**config.mk**
```make
export PLATFORM = sky130hd
export DESIGN_NAME = env_gen
export DESIGN_NICKNAME = d
export VERILOG_FILES = /design/src/rtl/opl2_pkg.sv /design/src/rtl/env_rate_step.sv /design/src/rtl/env_gen.sv
export SDC_FILE = /design/constraint.sdc
export NUM_CORES = 1
export LEC_CHECK = 0
export BUFFER_PORTS_ARGS = -buffer_cell sky130_fd_sc_hd__buf_2
export CAP_MARGIN = 5
export CORE_MARGIN = 2
export CORE_UTILIZATION = 65
export DETAILED_ROUTE_END_ITERATION = 12
export MAX_ROUTING_LAYER = met4
export PLACE_DENSITY = 0.83
export SYNTH_ARGS = -nofsm -noshare
export SYNTH_HDL_FRONTEND = slang
export SYNTH_HIERARCHICAL = 1
export SYNTH_SLANG_ARGS = --single-unit
export TNS_END_PERCENT = 1
```
**constraint.sdc**
```tcl
create_clock -name clk -period 16 [get_ports clk]
set_input_delay 3.2 -clock clk [delete_from_list [all_inputs] [get_ports clk]]
set_output_delay 3.2 -clock clk [all_outputs]
set_load 0.005 [all_outputs]
```
**src/rtl/opl2_pkg.sv**
```systemverilog
// Shared types, constants and small helpers for the OPL2 operator pipeline.
package opl2_pkg;

  localparam int NUM_OPERATORS     = 18;
  localparam int ENV_WIDTH         = 9;
  localparam int ENV_COUNTER_WIDTH = 15;
  localparam logic [ENV_WIDTH-1:0] ENV_MAX = 9'd511;

  typedef enum logic [1:0] {
    ATTACK  = 2'd0,
    DECAY   = 2'd1,
    SUSTAIN = 2'd2,
    RELEASE = 2'd3
  } env_state_t;

  // Per-slot request captured at p0 and carried into the p1 update.
  typedef struct packed {
    logic       sample;
    logic [4:0] op;
    logic       key;
    logic [3:0] ar;
    logic [3:0] dr;
    logic [3:0] rr;
    logic [3:0] sl;
    logic [5:0] tl;
    logic       egt;
    logic       am;
    logic       ksr;
    logic [3:0] ks;
    logic [3:0] trem;
  } env_slot_t;

  // Unscaled key-scale code; the ksr shift is applied where the rate is formed.
  function automatic logic [3:0] key_scale(input logic [2:0] block,
                                           input logic [1:0] fnum_msb,
                                           input logic       nts);
    return {block, (nts ? fnum_msb[0] : fnum_msb[1])};
  endfunction

  function automatic logic [ENV_WIDTH-1:0] sat_add(input logic [ENV_WIDTH-1:0] level,
                                                   input logic [3:0]           inc);
    logic [ENV_WIDTH:0] sum;
    sum = {1'b0, level} + {{(ENV_WIDTH-3){1'b0}}, inc};
    return sum[ENV_WIDTH] ? ENV_MAX : sum[ENV_WIDTH-1:0];
  endfunction

endpackage

```
**src/rtl/env_rate_step.sv**
```systemverilog
// Maps a rate register, key scale and the global envelope counter to the per-update step.
module env_rate_step
  import opl2_pkg::*;
(
  input  logic [3:0]                   rate_reg_i,
  input  logic [3:0]                   ks_i,
  input  logic                         ksr_i,
  input  logic [ENV_COUNTER_WIDTH-1:0] env_counter_i,
  output logic [3:0]                   rate_hi_o,
  output logic [3:0]                   inc_o
);

  logic [3:0]                   ks_eff;
  logic [6:0]                   rate_sum;
  logic [5:0]                   rate;
  logic [3:0]                   rate_hi;
  logic [3:0]                   shamt;
  logic [ENV_COUNTER_WIDTH-1:0] mask;
  logic [3:0]                   inc;
  logic                         rate_lsb_unused;

  always_comb begin
    ks_eff   = ksr_i ? ks_i : (ks_i >> 2);
    rate_sum = {1'b0, rate_reg_i, 2'b00} + {3'b000, ks_eff};
    rate     = '0;
    if (rate_reg_i != 4'd0) begin
      rate = (rate_sum > 7'd63) ? 6'd63 : rate_sum[5:0];
    end
    rate_hi = rate[5:2];
    shamt   = '0;
    mask    = '0;
    inc     = '0;
    // Slow rates step on a power-of-two division of the counter; fast rates step every sample.
    if (rate_reg_i != 4'd0) begin
      if (rate_hi <= 4'd12) begin
        shamt = 4'd13 - rate_hi;
        mask  = (ENV_COUNTER_WIDTH'(1) << shamt) - ENV_COUNTER_WIDTH'(1);
        inc   = ((env_counter_i & mask) == '0) ? 4'd1 : 4'd0;
      end else begin
        inc = 4'd1 << (rate_hi - 4'd12);
      end
    end
  end

  assign rate_lsb_unused = ^rate[1:0];
  assign rate_hi_o       = rate_hi;
  assign inc_o           = inc;

endmodule

```
**src/rtl/env_gen.sv**
```systemverilog
// Time-multiplexed OPL2 envelope generator: per-slot ADSR update at p1,
// attenuation sum with TL/KSL/tremolo at p2, registered result at p3.
module env_gen
  import opl2_pkg::*;
(
  input  logic                 clk,
  input  logic                 reset,
  input  logic                 sample_clk_en,
  input  logic                 slot_en_p0,
  input  logic [4:0]           op_num_p0,
  input  logic                 key_on_p0,
  input  logic [3:0]           ar_p0,
  input  logic [3:0]           dr_p0,
  input  logic [3:0]           rr_p0,
  input  logic [3:0]           sl_p0,
  input  logic [5:0]           tl_p0,
  input  logic                 ksr_p0,
  input  logic                 egt_p0,
  input  logic                 am_p0,
  input  logic [2:0]           block_p0,
  input  logic [1:0]           fnum_msb_p0,
  input  logic                 nts,
  input  logic [3:0]           trem_p0,
  input  logic [7:0]           ksl_add_p2,
  output logic [ENV_WIDTH-1:0] env_p3,
  output logic                 env_valid_p3
);

  // Valid bits travel with each slot p0->p1->p2->p3; there is no backpressure,
  // a slot is accepted whenever slot_en_p0 is high and reset squashes every stage.

  logic [ENV_COUNTER_WIDTH-1:0] env_counter_q, env_counter_d;

  env_slot_t slot_p0;
  env_slot_t slot_p1_q;
  logic      valid_p1_q;

  env_state_t               state_mem_q [NUM_OPERATORS];
  logic [ENV_WIDTH-1:0]     level_mem_q [NUM_OPERATORS];
  logic [NUM_OPERATORS-1:0] last_key_q;

  logic                 op_ok_p1;
  env_state_t           cur_state, state_d;
  logic [ENV_WIDTH-1:0] cur_level, level_d;
  logic                 cur_key, key_rise, key_fall;
  logic [3:0]           rate_sel;
  logic [3:0]           rate_hi;
  logic [3:0]           inc_raw, inc;
  logic [4:0]           sl_thr;
  logic [10:0]          att_step;
  logic [ENV_WIDTH-1:0] level_up;

  logic                 valid_p2_q;
  logic [ENV_WIDTH-1:0] level_p2_q;
  logic [5:0]           tl_p2_q;
  logic                 am_p2_q;
  logic [3:0]           trem_p2_q;
  logic [10:0]          sum_p2;
  logic [ENV_WIDTH-1:0] env_d;

  logic [ENV_WIDTH-1:0] env_p3_q;
  logic                 valid_p3_q;

  assign env_counter_d = sample_clk_en ? env_counter_q + 1'b1 : env_counter_q;

  always_comb begin
    slot_p0        = '0;
    slot_p0.sample = sample_clk_en;
    slot_p0.op     = op_num_p0;
    slot_p0.key    = key_on_p0;
    slot_p0.ar     = ar_p0;
    slot_p0.dr     = dr_p0;
    slot_p0.rr     = rr_p0;
    slot_p0.sl     = sl_p0;
    slot_p0.tl     = tl_p0;
    slot_p0.egt    = egt_p0;
    slot_p0.am     = am_p0;
    slot_p0.ksr    = ksr_p0;
    slot_p0.ks     = key_scale(block_p0, fnum_msb_p0, nts);
    slot_p0.trem   = trem_p0;
  end

  // p1 read. The memory is written at the end of p1, so a slot presented on the
  // very next cycle already reads the updated entry without extra forwarding.
  always_comb begin
    op_ok_p1  = (slot_p1_q.op < 5'(NUM_OPERATORS));
    cur_state = RELEASE;
    cur_level = ENV_MAX;
    cur_key   = 1'b0;
    if (op_ok_p1) begin
      cur_state = state_mem_q[slot_p1_q.op];
      cur_level = level_mem_q[slot_p1_q.op];
      cur_key   = last_key_q[slot_p1_q.op];
    end
    key_rise = slot_p1_q.key & ~cur_key;
    key_fall = ~slot_p1_q.key & cur_key;
  end

  always_comb begin
    rate_sel = slot_p1_q.rr;
    if (key_rise) begin
      rate_sel = slot_p1_q.ar;
    end else begin
      case (cur_state)
        ATTACK:  rate_sel = slot_p1_q.ar;
        DECAY:   rate_sel = slot_p1_q.dr;
        default: rate_sel = slot_p1_q.rr;
      endcase
    end
  end

  env_rate_step u_rate_step_p1 (
    .rate_reg_i    (rate_sel),
    .ks_i          (slot_p1_q.ks),
    .ksr_i         (slot_p1_q.ksr),
    .env_counter_i (env_counter_q),
    .rate_hi_o     (rate_hi),
    .inc_o         (inc_raw)
  );

  // Level only moves on sample-qualified slot cycles; key edges are always honoured.
  assign inc = slot_p1_q.sample ? inc_raw : 4'd0;

  always_comb begin
    state_d  = cur_state;
    level_d  = cur_level;
    sl_thr   = (slot_p1_q.sl == 4'd15) ? 5'd31 : {1'b0, slot_p1_q.sl};
    att_step = ({5'd0, cur_level[ENV_WIDTH-1:3]} + 11'd1) * {7'd0, inc};
    level_up = sat_add(cur_level, inc);
    if (key_rise) begin
      state_d = ATTACK;
      if (rate_hi == 4'd15) begin
        level_d = '0;
        state_d = DECAY;
      end
    end else if (key_fall) begin
      state_d = RELEASE;
    end else begin
      case (cur_state)
        ATTACK: begin
          if (att_step >= {2'b00, cur_level}) begin
            level_d = '0;
            state_d = DECAY;
          end else begin
            level_d = cur_level - att_step[ENV_WIDTH-1:0];
          end
        end
        DECAY: begin
          level_d = level_up;
          if (level_up[ENV_WIDTH-1:4] >= sl_thr) begin
            state_d = SUSTAIN;
          end
        end
        SUSTAIN: begin
          if (!slot_p1_q.egt) begin
            level_d = level_up;
          end
        end
        default: level_d = level_up;
      endcase
    end
  end

  always_ff @(posedge clk) begin
    if (reset) begin
      for (int i = 0; i < NUM_OPERATORS; i++) begin
        state_mem_q[i] <= RELEASE;
        level_mem_q[i] <= ENV_MAX;
      end
      last_key_q <= '0;
    end else if (valid_p1_q && op_ok_p1) begin
      state_mem_q[slot_p1_q.op] <= state_d;
      level_mem_q[slot_p1_q.op] <= level_d;
      last_key_q[slot_p1_q.op]  <= slot_p1_q.key;
    end
  end

  // p2: fold in TL, KSL (arriving this cycle) and tremolo at 11 bits, then clamp.
  always_comb begin
    sum_p2 = {2'b00, level_p2_q}
           + {3'b000, tl_p2_q, 2'b00}
           + {3'b000, ksl_add_p2}
           + (am_p2_q ? {7'd0, trem_p2_q} : 11'd0);
    env_d  = (sum_p2 > {2'b00, ENV_MAX}) ? ENV_MAX : sum_p2[ENV_WIDTH-1:0];
  end

  always_ff @(posedge clk) begin
    if (reset) begin
      env_counter_q <= '0;
      slot_p1_q     <= '0;
      valid_p1_q    <= 1'b0;
      valid_p2_q    <= 1'b0;
      level_p2_q    <= ENV_MAX;
      tl_p2_q       <= '0;
      am_p2_q       <= 1'b0;
      trem_p2_q     <= '0;
      env_p3_q      <= ENV_MAX;
      valid_p3_q    <= 1'b0;
    end else begin
      env_counter_q <= env_counter_d;
      slot_p1_q     <= slot_p0;
      valid_p1_q    <= slot_en_p0;
      valid_p2_q    <= valid_p1_q;
      level_p2_q    <= level_d;
      tl_p2_q       <= slot_p1_q.tl;
      am_p2_q       <= slot_p1_q.am;
      trem_p2_q     <= slot_p1_q.trem;
      valid_p3_q    <= valid_p2_q;
      if (valid_p2_q) begin
        env_p3_q <= env_d;
      end
    end
  end

  assign env_p3       = env_p3_q;
  assign env_valid_p3 = valid_p3_q;

endmodule

```
Word-level counts from Yosys, hierarchy flattened
Memory sizes are Yosys's and may differ from the RTL's. A register that Yosys moved wholly into a read port is not among the register bits.
Index checks and enable logic that the tools add are counted.
- RAM bits: 198
- register bits after elaboration: 105
- logic and storage cells: 110
- output and inout port bits: 10
- memories kept: 2
- bits of input ports: 53
- memory list (name ; words ; bits a word ; rd ports ; clocked after Yosys merged registers in ; write ports ; line ; text):
    level_mem_q ; 18 ; 9 ; 1 ; 1 ; 18 ; env_gen.sv:39 ; logic [ENV_WIDTH-1:0] level_mem_q [NUM_OPERATORS];
    state_mem_q ; 18 ; 2 ; 1 ; 1 ; 18 ; env_gen.sv:38 ; env_state_t state_mem_q [NUM_OPERATORS];
- eq/ne operators: 4
- $add $sub $neg: 11
- magnitude comparators: 8
- shifts and indexed selects: 2
- muxes and demuxes: 47
- reduce and logical (&&, ||, !) cells: 7
- bitwise operators: 5
- multipliers: 1
- operators with widths (operator ; number):
    $mux 9 ; 9
    $mux 5 ; 5
    $mux 4 ; 6
    $bwmux 18 ; 1
    $pmux 9 s2 ; 1
    $add 15x1->15 const B ; 1
    $and 15x15->15 ; 1
    $logic_not 15->1 ; 1
    $shl 1x4->15 const A ; 1
    $sub 15x2->15 const B ; 1
    $mux 1 ; 13
    $mux 2 ; 6
    $mux 6 ; 2
    $add 10x8->11 ; 1
    $add 11x4->11 ; 1
    $ge 11x9->1 ; 1
    $gt 11x9->1 const B ; 1
    $mul 7x4->11 ; 1
    $add 9x4->10 ; 1
    $add 9x8->10 ; 1
    $reduce_or 9->1 ; 1
    $sub 9x9->9 ; 1
    $eq 4x4->1 const B ; 2
    $pmux 4 s2 ; 1
    other kinds (22) ; 25

Logic depth before layout (Yosys ltp)
- word-level depth: 27
- mapped depth: 52

Cells and area by module
The synthesis kept the hierarchy.
- modules (own cells, without submodules) (module ; cells an instance ; area each (µm²) ; instances ; sequential area each (µm²)):
    env_gen ; 1370 ; 15554.9 ; 1 ; 8047.7
    env_rate_step ; 122 ; 877.1 ; 1 ; 0.0

Worst setup path after synthesis
OpenSTA, ideal clock, no wires.
- kind: flip-flop to flip-flop
- from: register slot_p1_q[36] (netlist bit)
- to: memory level_mem_q[1][3], data pin
- data required time: 15863 ps
- stages on the path, launching flop included: 45
- slack: 6413 ps
- arrival: 9450 ps
- path through: dfxtp_1 buf_2 buf_2 nand3b_1 o22ai_1 or4b_1 buf_2 and3_1 nor2_1 nor2_1 a21oi_1 ha_1 fa_1 a21o_1 a22oi_2 ha_1 clkbuf_1 or4_1 [... 9 more ...] inv_1 nand4_1 fa_1 inv_1 ha_1 and3_1 a221oi_1 nor2b_1 xnor2_1 ha_1 a21oi_1 o21ai_0 a21oi_1 nand4_1 or4_1 buf_2 buf_2 nand3_1
- RTL lines (element ; line ; text):
    start, declared ; env_gen.sv:35 ; env_slot_t slot_p1_q;
    start signal, assigned ; env_gen.sv:201 ; slot_p1_q <= slot_p0;
    end, declared ; env_gen.sv:39 ;

==> qor.txt <==
Post-Syn Nets = 1,628
Layout area overhead = 8.52%
number of H-tree levels = 1
most common cell after layout, fill and taps aside = nand2_1
I/O pins = 63
diode count = 0
Detailed Route WL = 40,400 um
Routability Congestion = 0.979
required time of the critical path = 16.41 ns
RSZ-0062 raised after global routing = false
vias in the first global route = 11,617
area of the die = 26,500 sq um
Seq. cell area = 8010 sq um
f_max = 77.4 MHz
Critical Path Fanout Max = 30
critical path type = register to register
wire length per cell = 21.7 um
final worst path period share = 80.7%
drt via density = 6.44
Mapped Cells = 1,487
Fin Clk Skew = 0.0133 ns
CP endpoint kind = register
DRC = 0
row count = 58
initial antenna violation count = 0
Iteration-0 DRC Markers = 1,317
post-cts sizing count = 0
r2r setup slk = 3.09 ns
Post-DP Area = 16,700 sq um
clock sinks = 301
Hold Buf Count CTS = 0
crit-path max cell delay = 0.79 ns
final core occ = 71.2%
number of port buffers = 58
setup TNS = 0 ns
Avg Inst Size Synth = 11.0 sq um
final hold vios = 0
Yosys warnings = 6
share of layout cells above drive strength 1 = 15.2%
relative max-transition margin = 11.2%
gr usage total = 32.1%
Hold Crit Depth = 1
Reg clk slew, reported paths = 0.06 ns
Final HPWL DP = 27,000 um
min-delay src = slot_p1_q[2]
Nets = 1,648
first-pass GRT wire length = 63,700 um
Die X = 163 um
Root Buffer = clkbuf_16
CP most frequent cell = ha_1
Slowest-stage cell, CP = a21oi_1
final cell count without fillers = 1,861
vias post-DR = 11,992
Hold WC Path Type = register to register
Static Leak = 0.00577 uW
Finished Cell Area = 17,800 sq um
worst skew pair latency = 0.58 ns
Antenna Violating Nets Remaining = 0
R2R depth = 39
Final Setup Violations = 0
postcts setup bufs = 0
TritonRoute pass-1 iters = 6
Filler cells = 1,704
Max Buffers Root-to-Sink = 3
max-slew violation count = 0
CTS Buf Count = 30
R2R Path Start = slot_p1_q[34]
area of the multi-input gates = 7570 sq um
Worst Path Arrival = 13.32 ns
Die Span Y = 163 um
core box area = 25,000 sq um
mapped cell area = 16,400 sq um
CTS tree = yes
peak supply drop = 102 uV
Max-Cap Viols = 0
min Tclk post-route = 12.91 ns
dpl cells = 1,805
largest net degree at the start of global routing = 78
Initial Util = 65.6%
hold endpoint = trem_p2_q[2]
Worst R2R End = level_mem_q[11][8]
PD cells = 101 nW/um^2
outcome = completed
CP startpoint kind = register
GR Overflow Total = 0
Worst Setup SP = slot_p1_q[34]
most frequent cells in the layout = nand2_1, edfxtp_1, dfxtp_1
Slew @ Worst Pin = 1.33 ns
routing by layer:
layer  part of all wire [%]  track usage, %
met1                     38            42.3
met2                     46            49.3
met3                     11            6.14
met4                    4.6            13.1
met5                      0               -
critical path, delay by kind of cell (launching register included):
family                     cells  cell delay, ns
and+or+nand+nor               14            4.48
AOI/OAI and AO/OA             11            2.74
adders and majority gates      5            2.09
buffers and inverters          5            1.83
DFF                            1            0.67
xor gates and xnor gates       3            0.45
muxes                          1            0.40
layout make-up:
type | instances | share of cell area (%)
sequential | 301 | 45.1
multi-input combinational | 1022 | 42.6
clock buffer | 42 | 5.29
timing repair buffer | 80 | 2.58
tap | 330 | 2.32
inverter | 72 | 1.52
clock inverter | 14 | 0.599
metrics by stage:
stage               hold slack, ns  worst slack [ns]  power (uW)
floorplan                    0.414              6.41        1030
global route                 0.459              2.38        1850
finish                       0.433              3.09        1790
detailed placement           0.420              3.48        1080
global placement             0.418              3.64        1080
CTS                          0.435              3.36        1790
power breakdown:
group          leakage, uW  switching [uW]  total (uW)  internal, uW
logic              0.00305             149         230          80.6
clock network     0.000525             307         719           412
registers          0.00220            8.33         845           837
total              0.00577             465        1790          1330
worst max-delay path by stage:
stage                              end  slack [ns]
floorplan            level_mem_q[1][3]        6.41
global placement    level_mem_q[16][8]        3.64
detailed placement  level_mem_q[11][8]        3.48
CTS                 level_mem_q[11][8]        3.36
global route        level_mem_q[11][8]        2.38
finish              level_mem_q[11][8]        3.09
state kept, by name (all words and copies together) (netlist names), 4 cells and up:
register	cells
trem_p2_q	4
level_p2_q	9
state_mem_q	36
env_counter_q	15
tl_p2_q	6
env_p3	9
last_key_q	18
slot_p1_q	38
level_mem_q	162
No activity file was read; power rests on OpenSTA's default activity.
